`config.mk`:
```
export PLATFORM = sky130hd
export DESIGN_NAME = ram_port_responder
export DESIGN_NICKNAME = d
export VERILOG_FILES = /design/src/rtl/ram_port_responder.sv
export SDC_FILE = /design/constraint.sdc
export NUM_CORES = 1
export LEC_CHECK = 0
export CAP_MARGIN = 0
export CORE_MARGIN = 2
export CORE_UTILIZATION = 40
export CTS_CLUSTER_DIAMETER = 40
export DETAILED_ROUTE_END_ITERATION = 10
export PLACE_DENSITY = 0.59
export SLEW_MARGIN = 25
export SYNTH_ARGS = -nofsm -noshare
export SYNTH_HDL_FRONTEND = slang
export SYNTH_SLANG_ARGS = --single-unit
```
`constraint.sdc`:
```
create_clock -name clk -period 5.13 [get_ports clk]
set_input_delay 0.7695 -clock clk [delete_from_list [all_inputs] [get_ports clk]]
set_output_delay 0.7695 -clock clk [all_outputs]
set_load 0.02 [all_outputs]
```
`src/rtl/ram_port_responder.sv`:
```
// ram_port_responder: single-port RAM behind a valid/ready request channel
// with a one-entry buffered read-response channel. After reset a fill
// sequencer writes INIT_VAL to every location before any request is taken.
//
// state   | meaning
// --------+-----------------------------------------------------------
// ST_FILL | writing INIT_VAL to mem[fill_ptr], requests blocked
// ST_RUN  | operational, requests accepted per handshake rules
module ram_port_responder #(
  parameter int                ADDR_W   = 4,
  parameter int                DATA_W   = 4,
  parameter logic [DATA_W-1:0] INIT_VAL = '0
) (
  input  logic              clk,
  input  logic              rst,
  input  logic              req_valid,
  output logic              req_ready,
  input  logic              req_write,
  input  logic [ADDR_W-1:0] req_addr,
  input  logic [DATA_W-1:0] req_wdata,
  output logic              rsp_valid,
  input  logic              rsp_ready,
  output logic [DATA_W-1:0] rsp_rdata,
  output logic              init_done
);

  localparam int DEPTH = 1 << ADDR_W;
  localparam logic [ADDR_W-1:0] LAST_ADDR = '1;

  localparam logic [0:0] ST_FILL = 1'b0;
  localparam logic [0:0] ST_RUN  = 1'b1;

  logic [0:0]        state;
  logic [ADDR_W-1:0] fill_ptr;
  logic              init_done_q;
  logic              rsp_valid_q;
  logic [DATA_W-1:0] rsp_rdata_q;
  logic [DATA_W-1:0] mem [DEPTH];

  logic accept;
  logic wr_accept;
  logic rd_accept;

  // A new request may enter only when the response slot is empty or is
  // being drained this cycle, which also keeps writes strictly in order
  // behind a stalled read.
  assign req_ready = init_done_q && (!rsp_valid_q || rsp_ready);
  assign accept    = req_valid && req_ready;
  assign wr_accept = accept && req_write;
  assign rd_accept = accept && !req_write;

  assign rsp_valid = rsp_valid_q;
  assign rsp_rdata = rsp_rdata_q;
  assign init_done = init_done_q;

  // Fill sequencer: walk every address once, then stay in RUN until reset.
  always_ff @(posedge clk) begin
    if (rst) begin
      state       <= ST_FILL;
      fill_ptr    <= '0;
      init_done_q <= 1'b0;
    end else if (state == ST_FILL) begin
      fill_ptr <= fill_ptr + 1'b1;
      if (fill_ptr == LAST_ADDR) begin
        state       <= ST_RUN;
        init_done_q <= 1'b1;
      end
    end
  end

  // Memory write port, shared between the fill sequencer and write requests.
  // Contents are deliberately not touched by reset; the fill clears them.
  always_ff @(posedge clk) begin
    if (!rst) begin
      if (state == ST_FILL) begin
        mem[fill_ptr] <= INIT_VAL;
      end else if (wr_accept) begin
        mem[req_addr] <= req_wdata;
      end
    end
  end

  // Response buffer: load on read accept, drain on rsp_ready, hold otherwise.
  always_ff @(posedge clk) begin
    if (rst) begin
      rsp_valid_q <= 1'b0;
      rsp_rdata_q <= '0;
    end else if (rd_accept) begin
      rsp_valid_q <= 1'b1;
      rsp_rdata_q <= mem[req_addr];
    end else if (rsp_ready) begin
      rsp_valid_q <= 1'b0;
    end
  end

endmodule

```
; After elaboration in Yosys (flattened, before gate mapping)
; Memories as Yosys holds them, arrays and structs flattened. A register that Yosys moved wholly into a read port is not among the register bits.
; Index checks and enable logic that the tools add are counted.
[classes]
reduce_logical = 10
muxes = 14
n_eq_ne = 1
n_addsub = 1
n_bitwise = 1
[ops]
columns = operator, n
row1 = $mux W1, 12
row2 = $mux W4, 2
row3 = $add A4 B1 Y4 const B, 1
row4 = $eq A4 B4 Y1 const B, 1
row5 = $logic_and A1 B1 Y1, 4
row6 = $reduce_or A4 Y1, 1
row7 = $logic_not A1 Y1, 2
row8 = $reduce_and A2 Y1, 1
row9 = $reduce_bool A2 Y1, 1
row10 = $logic_or A1 B1 Y1, 1
row11 = $not A1 Y1, 1
[totals]
memories = 1
wordCells = 32
inputBits = 13
regBits = 7
out_inout_bits = 7
ramBits = 64
[mem_list]
columns = memory, depth, word_bits, read_ports, rd_clocked_by_memory_dff, write_ports, line_no
row1 = mem, 16, 4, 1, 1, 1, 38  ; logic [DATA_W-1:0] mem [DEPTH];

; Depth between registers and ports, before layout
[depth]
word_depth = 11
depth_mapped = 6
depth_no_buf = 4

; Worst setup path after synthesis
; No wires, ideal clock.
[synth_path]
kind = input-to-reg
from = in req_addr[3]
to = reg rsp_rdata_q[0], in the netlist rsp_rdata[0] (read register of mem)
slack_ns = 2.771
setup_time_ns = 0.128
required_time_ns = 5.002
arrival_ns = 2.231
stages = 6
cell_sequence = buf_2 -> buf_1 -> mux4_2 -> mux4_2 -> mux2i_1 -> nor2_1
[synth_rtl]
columns = item, line_no
row1 = from (decl), 19  ; input logic [ADDR_W-1:0] req_addr,
row2 = to (decl), 37  ; logic [DATA_W-1:0] rsp_rdata_q;

; Final worst setup path
[layout_path]
from = in rst
to = mem mem[7][3], enable pin
[layout_via]
elab_chain_len = 4
elab_cells_between_ends = 7
[layout_rtl]
columns = item, line_no
row1 = from (decl), 15  ; input logic rst,
row2 = $mux W1, 74  ; if (!rst) begin
row3 = $mux W1 (not written as such), 78  ; mem[req_addr] <= req_wdata;
row4 = $reduce_or A4 Y1 (no source line), n/a
row5 = $mux W4 (no source line) / $mux W1 (equally long branches), n/a
row6 = to (decl), 38
; Parallel ways exist; a longest one is shown, timed or not.

==> impl_metrics.toml <==
[cts]
post_cts_buffers = 0
clkSinkCount = 75
cts_resized = 0
cts_root_buf = "clkbuf_8"
cts-htree-levels = 3
ctsHoldBuffers = 0
numCtsBuffers = 9
clk_latency_ns = 0.34
cts_tree = "built"
cts_buffer_depth = 2
clk_pin_slew_ns = 0.07

[sta]
fin_skew_ns = 0.00944
drv_slew = 0
rsz0062_at_grt = "false"
slew_headroom_pct = 42.4
tightest_slew_ns = 0.862
fmax_ghz = 0.334
fin_crit_ns = 3.00
post-route-period-util_pct = 58.4
setup_viol = 0
hold_viol = 0
finalSetupTns_ns = 0

[setup_path]
end_kind = "flop"
r2r-end = "mem[7][3]"
max_stage_delay_ns = 0.63
crit_type = "input port to flop"
worstPathRequired_ns = 5.13
rrSetupSlack_ns = 2.88
crit_chain = "clkdlybuf4s50_1, nand3b_1, nor4_4, mux2_2, nor2_1"
reg2reg_depth = 4
slowest_stage = "clkdlybuf4s50_1"
setup.worst_path.start_class = "input port"
critPathLaunch = "rst"
r2r_start = "state"
critical_path_arrival_ns = 3.00
endpoint = "mem[7][3]"
critPathMaxFanout = 14

[detailed_routing]
wl_per_cell_um = 19.9
postRouteAntennaNets = 0
drc_errors = 0
via_count = 1610
drt-initial-drc-count = 110
routed_wl_um = 6080
first_pass_iters = 4
viasPerCell = 5.28

[synthesis]
yosysWarnings = 0
synthArstFlopShare_pct = 0
yosysTopAreaCellShare_pct = 61.9
ys_ff_latch = 75
synthesis.nets = 193
synth_top_flop_cell = "edfxtp_1"
yosysSeqAreaShare_pct = 68.9
synth_edf_count = 64
synth.distinct_cells = 28
synth_common_cells = "64 x edfxtp_1, 28 x nor2_1, 15 x mux4_2"
yosysMostFrequentCell = "edfxtp_1"
synth_cells = 179
synthTopCellsByArea = "edfxtp_1 62%, mux4_2 11%, dfxtp_1 7.1%"
yosysTopAreaCell = "edfxtp_1"
syn_avg_cell_area_um2 = 17.4
synth_area_um2 = 3110

[run_status]
status = "complete, no violations"

[place]
dpl.hpwl_um = 4340
placed_cell_area_um2 = 3360
numPortBuffers = 19
routabilityCongestion = 0.795

[layout]
fin_util_pct = 47.0
fin_nets = 213
stdcell_area_um2 = 3580
layout-drive-gt1-share_pct = 15.8
syn_to_final_growth_pct = 15.1
antenna_cells = 0
n_fill_cell = 645

[die]
die_y_um = 92.1
die-area_um2 = 8490
fp.coreArea_um2 = 7610
initial_core_util_pct = 40.8
rows = 32
chipWidth_um = 92.1
ios = 20

[global_routing]
grt_pass1_vias = 1685
grt_max_degree = 20
antenna_found_initial = 0
grt-ovfl-total = 0
grt.total_usage_pct = 16.0
grt_pass1_wl_um = 9550

[power_and_ir_drop]
cellPowerDensity_nw_per_um2 = 334
leakage_nw = 1.31
vdd.ir_drop.worst_uv = 128

[worst_hold_path]
hp-class = "flop to flop"

[flow_run]
cap_violations = 0
-- cell families (layout without fill, tap and decap cells) --
family / count (synthesis) / after routing / synth area share, %
compound gates: 7 / 7 / 1.65
xor+xnor: 3 / 3 / 0.846
fa+ha+maj: 1 / 1 / 0.403
buf+inv: 15 / 39 / 2.70
flops: 75 / 75 / 68.9
mux: 29 / 29 / 18.0
simple gates: 49 / 49 / 7.41
-- power by group --
| group | internal [W] | total (W) | switching (W) |
|---|---|---|---|
| registers | 0.000660 | 0.000665 | 0.00000479 |
| logic | 0.0000275 | 0.0000569 | 0.0000294 |
| clock network | 0.000270 | 0.000471 | 0.000201 |
| total | 0.000958 | 0.00119 | 0.000235 |
-- state kept, by name, indices dropped and copies added, names as in the netlist --
register   cells
rsp_valid      1
state          1
rsp_rdata      4
fill_ptr       4
init_done      1
mem           64
-- per-stage QoR --
step           setup WS, ns  std cells  power [W]  hold WS, ns
6_report               2.13        305    0.00119        0.517
5_1_grt                1.97        305    0.00123        0.542
4_1_cts                1.88        305    0.00120        0.526
3_5_place_dp           1.51        290   0.000735        0.509
3_3_place_gp           1.59        290   0.000734        0.475
2_1_floorplan          2.77        179   0.000716        0.485
-- routing by layer --
metal	wire length (um)	vias up	GRT usage (%)	part of all wire, %
li1	-	731	-	-
met1	2430	823	19.5	40
met2	3260	48	26.7	54
met3	307	8	5.42	5.1
met4	82	0	5.60	1.3
met5	0	-	0	0
-- worst max-delay path: cells and delay by family --
kind | cells | cell delay [ns]
buffers and inverters | 1 | 0.63
AND/OR/NAND/NOR | 3 | 1.15
multiplexers | 1 | 0.45
-- cell type report --
| type | count | area [um2] | area share, % |
|---|---|---|---|
| clock inverter | 5 | 78.8 | 2.20 |
| inverter | 5 | 18.8 | 0.525 |
| multi-input combinational | 89 | 896 | 25.1 |
| tap | 102 | 128 | 3.57 |
| clock buffer | 10 | 128 | 3.57 |
| timing repair buffer | 19 | 185 | 5.18 |
| sequential | 75 | 2140 | 59.9 |
-- layout by cell type (no fill, tap or decap), types with 2 or more instances in the layout --
cell type        Yosys  routed
mux4_1               5       5
clkbuf_8             0       9
a32oi_1              4       4
nand2_1              2       2
inv_1                5       5
mux4_2              15      15
nor2b_1              8       8
mux2i_1              8       8
edfxtp_1            64      64
clkdlybuf4s50_1      0      18
xnor2_1              2       2
nand3_1              2       2
dfxtp_1             11      11
and2_1               4       4
nor2_1              28      28
clkinv_2             0       2
a21oi_1              2       2
bufinv_16            0       2
-- worst min path at each step --
stage | startpoint | end | slack (ns) | cells after the start
final | rsp_rdata[3] | rsp_rdata[3] | 0.52 | 2
after global routing | rsp_valid | rsp_valid | 0.54 | 2
after CTS | rsp_rdata[3] | rsp_rdata[3] | 0.53 | 2
after detailed placement | rsp_rdata[3] | rsp_rdata[3] | 0.51 | 2
after global placement | rsp_valid | rsp_valid | 0.48 | 2
after floorplan | fill_ptr[3] | init_done | 0.49 | 2
Power figures use the tool's default switching activity.
